## src/rtl/pipeline_pkg.sv

```systemverilog
// Shared types for the fetch stage: FSM encoding, fetch packet, default NOP.
// The optional counters are enabled by PIPE_IF_PERF_EN (see pipeline_if_stage5).
package pipeline_pkg;

   typedef enum logic [1:0] {
      S_REQ  = 2'd0,
      S_WAIT = 2'd1,
      S_DROP = 2'd2
   } if_state_t;

   localparam logic [31:0] NOP_INSTR_DEFAULT = 32'h0000_0013;

   typedef struct packed {
      logic [63:0] pc;
      logic [31:0] instr;
   } fetch_pkt_t;

   function automatic logic [63:0] align_word(input logic [63:0] addr);
      return {addr[63:2], 2'b00};
   endfunction

endpackage

```

## src/rtl/if_hold_buf.sv

```systemverilog
// One-entry skid buffer holding a fetched {pc,instr} while decode is stalled.
// Flush wins over push; push with pop replaces the entry.
module if_hold_buf
   import pipeline_pkg::*;
(
   input  logic       clk,
   input  logic       reset,
   input  logic       push,
   input  logic       pop,
   input  logic       flush,
   input  fetch_pkt_t din,
   output fetch_pkt_t dout,
   output logic       full
);

   fetch_pkt_t data;

   // NOTE: sequential state uses non-blocking assignments so every flop samples pre-edge values.
   always_ff @(posedge clk) begin
      if (reset)      full <= 1'b0;
      else if (flush) full <= 1'b0;
      else if (push)  full <= 1'b1;
      else if (pop)   full <= 1'b0;
   end

   // NOTE: the payload is deliberately not reset; it is only observed while full=1.
   always_ff @(posedge clk) begin
      if (push && !flush) data <= din;
   end

   assign dout = data;

endmodule

```

## src/rtl/pipeline_if_stage5.sv

```systemverilog
// Instruction-fetch stage: single-outstanding imem handshake, hold buffer, EXB redirect.
// Define PIPE_IF_PERF_EN to build the fetch/drop performance counters.
module pipeline_if_stage5
   import pipeline_pkg::*;
#(
   parameter logic [63:0] RESET_PC  = 64'h0000_0000_0000_0000,
   parameter logic [31:0] NOP_INSTR = NOP_INSTR_DEFAULT
) (
   input  logic        clk,
   input  logic        reset,
   input  logic        stall,
   input  logic        branch_taken_EXB,
   input  logic [63:0] branch_target_EXB,
   output logic        imem_req,
   output logic [63:0] imem_addr,
   input  logic        imem_gnt,
   input  logic        imem_rvalid,
   input  logic [31:0] imem_rdata,
   output logic [63:0] pc_IF,
   output logic [31:0] instr_IF,
   output logic        valid_IF,
   output logic [63:0] perf_fetch_cnt,
   output logic [31:0] perf_drop_cnt
);

   if_state_t  state, state_nxt;
   logic [63:0] fetch_pc;

   logic       hold_full;
   fetch_pkt_t hold_dout;
   fetch_pkt_t resp_pkt;
   fetch_pkt_t load_pkt;

   logic resp_live, out_free, load_hold, load_resp, push_hold, out_load;

   // fetch_pc stays on the outstanding request until its response arrives
   assign resp_pkt  = '{pc: fetch_pc, instr: imem_rdata};
   assign resp_live = imem_rvalid && (state == S_WAIT) && !branch_taken_EXB;
   assign out_free  = !stall || !valid_IF;
   assign load_hold = !branch_taken_EXB && out_free && hold_full;
   assign load_resp = !branch_taken_EXB && out_free && !hold_full && resp_live;
   assign push_hold = resp_live && !load_resp;
   assign out_load  = load_hold || load_resp;
   assign load_pkt  = hold_full ? hold_dout : resp_pkt;
   assign imem_addr = fetch_pc;

   if_hold_buf u_hold (
      .clk   (clk),
      .reset (reset),
      .push  (push_hold),
      .pop   (load_hold),
      .flush (branch_taken_EXB),
      .din   (resp_pkt),
      .dout  (hold_dout),
      .full  (hold_full)
   );

   // NOTE: every always_comb output gets a default first so no latch is inferred.
   always_comb begin
      state_nxt = state;
      imem_req  = 1'b0;
      case (state)
         S_REQ: begin
            imem_req = !hold_full && !branch_taken_EXB;
            if (imem_req && imem_gnt) state_nxt = S_WAIT;
         end
         S_WAIT: begin
            if (imem_rvalid)           state_nxt = S_REQ;
            else if (branch_taken_EXB) state_nxt = S_DROP;
         end
         // a response consumed here closes the stale request even if a new redirect arrives
         S_DROP: begin
            if (imem_rvalid) state_nxt = S_REQ;
         end
         default: state_nxt = S_REQ;
      endcase
      if (reset) imem_req = 1'b0;
   end

   always_ff @(posedge clk) begin
      if (reset) begin
         state    <= S_REQ;
         fetch_pc <= align_word(RESET_PC);
      end else begin
         state <= state_nxt;
         if (branch_taken_EXB) fetch_pc <= align_word(branch_target_EXB);
         else if (resp_live)   fetch_pc <= fetch_pc + 64'd4;
      end
   end

   always_ff @(posedge clk) begin
      if (reset) begin
         valid_IF <= 1'b0;
         pc_IF    <= '0;
         instr_IF <= NOP_INSTR;
      end else if (branch_taken_EXB) begin
         valid_IF <= 1'b0;
         instr_IF <= NOP_INSTR;
      end else if (out_load) begin
         valid_IF <= 1'b1;
         pc_IF    <= load_pkt.pc;
         instr_IF <= load_pkt.instr;
      end else if (out_free) begin
         valid_IF <= 1'b0;
         instr_IF <= NOP_INSTR;
      end
   end

`ifdef PIPE_IF_PERF_EN
   logic        resp_drop;
   logic [63:0] fetch_cnt;
   logic [31:0] drop_cnt;

   assign resp_drop = imem_rvalid &&
                      ((state == S_DROP) || ((state == S_WAIT) && branch_taken_EXB));

   always_ff @(posedge clk) begin
      if (reset) begin
         fetch_cnt <= '0;
         drop_cnt  <= '0;
      end else begin
         if (out_load)  fetch_cnt <= fetch_cnt + 64'd1;
         if (resp_drop) drop_cnt  <= drop_cnt + 32'd1;
      end
   end

   assign perf_fetch_cnt = fetch_cnt;
   assign perf_drop_cnt  = drop_cnt;
`else
   assign perf_fetch_cnt = '0;
   assign perf_drop_cnt  = '0;
`endif

endmodule

```

## config.mk

```make
export PLATFORM = sky130hd
export DESIGN_NAME = pipeline_if_stage5
export DESIGN_NICKNAME = d
export VERILOG_FILES = /design/src/rtl/pipeline_pkg.sv /design/src/rtl/if_hold_buf.sv /design/src/rtl/pipeline_if_stage5.sv
export SDC_FILE = /design/constraint.sdc
export NUM_CORES = 1
export LEC_CHECK = 0
export CAP_MARGIN = 30
export CORE_ASPECT_RATIO = 1.4
export CORE_UTILIZATION = 30
export DETAILED_ROUTE_END_ITERATION = 7
export GPL_TIMING_DRIVEN = 1
export PLACE_DENSITY = 0.52
export SETUP_SLACK_MARGIN = 0.2
export SLEW_MARGIN = 20
export SYNTH_ARGS = -nofsm -noshare
export SYNTH_HDL_FRONTEND = slang
export SYNTH_SLANG_ARGS = --single-unit
```

## constraint.sdc

```tcl
create_clock -name clk -period 10.7 [get_ports clk]
set_input_delay 1.07 -clock clk [delete_from_list [all_inputs] [get_ports clk]]
set_output_delay 1.07 -clock clk [all_outputs]
set_load 0.03 [all_outputs]
```

==> impl_metrics.py <==
metrics = {
    "status": {
        "status": "finished clean",
    },
    "drt": {
        "ant_nets": 0,
        "drtPass1Iterations": 5,
        "drc_errors": 0,
        "vias": 9173,
        "post_drt_wl_per_cell_um": 19.2,
        "routed_wl_um": 35500,
        "viasPerCell": 4.97,
        "dr.first_iter.drc_count": 428,
    },
    "critical_path": {
        "slowest_delay_ps": 750,
        "crit_family": "buffers and inverters",
        "rr_endpoint": "imem_addr[54]",
        "cp_slowest_cell": "clkdlybuf4s50_1",
        "cp-start-kind": "input port",
        "endpoint_kind": "primary output",
        "timing.rr.start": "state[0]",
        "rrSetupSlack_ps": 7690,
        "crit_type": "input port to primary output",
        "rr_worst_depth": 5,
        "crit_end": "imem_req",
        "crit_buf_inv": 3,
        "cp_data_required_time_ps": 9630,
        "cp_cell_sequence": "buf_2, buf_4, or2_2, nor4_1, clkdlybuf4s50_1",
        "critPathArrivalTime_ps": 3240,
        "critPathMaxFanout": 59,
        "path_depth": 5,
        "critical_path.startpoint": "branch_taken_EXB",
    },
    "sta": {
        "finalCriticalPeriod_ps": 4310,
        "worst_pin_slew_ps": 867,
        "grt_setup_unrepaired": "no",
        "drv_slew": 0,
        "report.final.hold_viol_count": 0,
        "slew_headroom_pct": 41.7,
        "fmax_mhz": 232,
        "fin_skew_ps": 9.10,
        "period_share_pct": 40.3,
        "setup_viol": 0,
        "fin_tns_setup_ps": 0,
    },
    "global_routing": {
        "grt_pass1_wl_um": 54100,
        "grt_pass1_vias": 8956,
        "grt_max_degree": 91,
        "grtUsageTotal_pct": 17.5,
        "antenna_found_initial": 4,
        "grt_overflow_total": 0,
    },
    "floorplan": {
        "rows": 84,
        "fp.dieArea_um2": 39500,
        "core_region_area_um2": 37800,
        "die_h_um": 235,
        "start_util_pct": 30.7,
        "dieWidth_um": 168,
        "num_io_pins": 360,
    },
    "placed_design": {
        "portBuffers": 257,
        "globalplace.congestion": 0.754,
        "hpwlAfterDp_um": 23900,
    },
    "pwr": {
        "power_density_nw_per_um2": 150,
        "irDropWorstVdd_v": 0.000102,
        "power_leakage_nw": 4.92,
        "power.total_mw": 2.28,
    },
    "layout": {
        "final_nets": 1455,
        "fill_cells": 3742,
        "syn_to_final_growth_pct": 30.6,
        "layout_common_cells": "clkdlybuf4s50_1 (255), nor2_1 (161), dfxtp_1 (159), conb_1 (100)",
        "drive_gt1_share_pct": 7.00,
        "final_util_pct": 40.1,
        "layout_commonest_cell": "clkdlybuf4s50_1",
    },
    "synthesis": {
        "synth_area_leaders": "dfxtp_1 (28%), edfxtp_1 (24%), buf_4 (6.5%)",
        "avgSynthCellArea_um2": 10.3,
        "yosys.area.top_type": "dfxtp_1",
        "async_flop_share_pct": 0,
        "synth_seq_cells": 254,
        "syn_inst": 1129,
        "synthFlopType": "dfxtp_1",
        "ys_types": 52,
        "yosysSeqAreaShare_pct": 51.9,
        "synth.yosys.warnings": 0,
        "synth_edf_count": 94,
        "synth_area_um2": 11600,
        "synth_top_area_share_pct": 27.6,
    },
    "cts": {
        "htreeDepth": 1,
        "cts_sinks": 254,
        "path_clk_slew_ps": 60,
        "cts_buffer_depth": 3,
        "clock_latency_ps": 550,
        "cts_hold_buffers": 0,
        "clk_root_buffer_cell": "clkbuf_16",
        "ctsResizeCount": 0,
        "cts_tree": "yes",
        "cts_made_buffers": 27,
        "cts_setup_buffers": 0,
    },
    "run": {
        "drv_cap": 0,
    },
    "min_path": {
        "worst_hold_path_type": "register to register",
        "min_from": "instr_IF[0]",
    },
}
## worst reg2reg max path, delay by kind of cell, from the launching register on
family | cells | cell delay (ps)
AOI/OAI and AO/OA | 1 | 420
and+or+nand+nor | 4 | 2000
DFF | 1 | 450
## area by class of cell
class / instances / area (um2) / share of cell area (%)
antenna: 3 / 7.51 / 0.0495
clock buffer: 41 / 810 / 5.34
clock inverter: 7 / 86.3 / 0.569
inverter: 18 / 67.6 / 0.446
multi-input combinational: 777 / 4850 / 32.0
sequential: 254 / 6030 / 39.8
tap: 473 / 592 / 3.90
timing repair buffer: 274 / 2730 / 18.0
## how the worst min path moves through the flow
stage	cells past startpoint	endpoint	slack (ps)
after floorplan	1	state[0]	490
after global placement	2	instr_IF[4]	460
after detailed placement	2	instr_IF[0]	470
after CTS	2	instr_IF[0]	480
after global routing	2	instr_IF[4]	490
final	2	instr_IF[0]	480
## cells by family after synthesis
family                     count (synthesis)  share of synthesized area, %
adders and majority gates                  1                         0.108
buffers and inverters                    197                          9.69
and+or+nand+nor                          355                          15.0
DFF                                      254                          51.9
other                                      1                        0.0323
muxes                                     97                          8.68
AOI/OAI and AO/OA                        190                          12.0
xor gates and xnor gates                  34                          2.56
## where the power goes
part / internal (mW) / total (mW) / switching (mW)
combinational: 0.0994 / 0.254 / 0.155
clock: 0.566 / 0.963 / 0.397
sequential: 1.02 / 1.06 / 0.0387
total: 1.69 / 2.28 / 0.591
## sequential cells by signal (all words and copies together) (netlist names)
signal / count
imem_addr: 62
u_hold.full: 1
pc_IF: 62
state: 2
valid_IF: 1
instr_IF: 32
u_hold.dout: 94
## Yosys cell counts, types with 12 or more instances
| master | number |
|---|---|
| mux2i_1 | 67 |
| mux2_2 | 30 |
| dfxtp_1 | 160 |
| nor2_1 | 161 |
| nand3_1 | 25 |
| a22oi_1 | 29 |
| o21ai_0 | 12 |
| edfxtp_1 | 94 |
| a211oi_1 | 94 |
| clkbuf_1 | 65 |
| nor3_1 | 21 |
| xnor2_1 | 27 |
| buf_4 | 100 |
| a21oi_1 | 15 |
| and4_1 | 17 |
| nor4_1 | 21 |
| nand4_1 | 18 |
| inv_1 | 17 |
| nand2_1 | 44 |
## through the flow
stage | std cells | instance area [um2] | worst slack [ps] | hold slack [ps]
after detailed placement | 1795 | 14200 | 6360 | 469
after CTS | 1843 | 15100 | 6330 | 484
after global routing | 1847 | 15200 | 6310 | 494
after global placement | 1792 | 14200 | 6360 | 460
after floorplan | 1228 | 12000 | 1950 | 486
final | 1847 | 15200 | 6390 | 480
## layer usage
metal	GRT usage [%]	wire [um]	part of all wire, %	up-vias
met5	0	13	0.037	-
met2	30.7	17600	50	325
met4	5.67	864	2.4	2
met1	21.5	14800	42	4411
li1	-	-	-	4389
met3	3.00	2100	5.9	46
No activity file was read; power rests on OpenSTA's default activity.
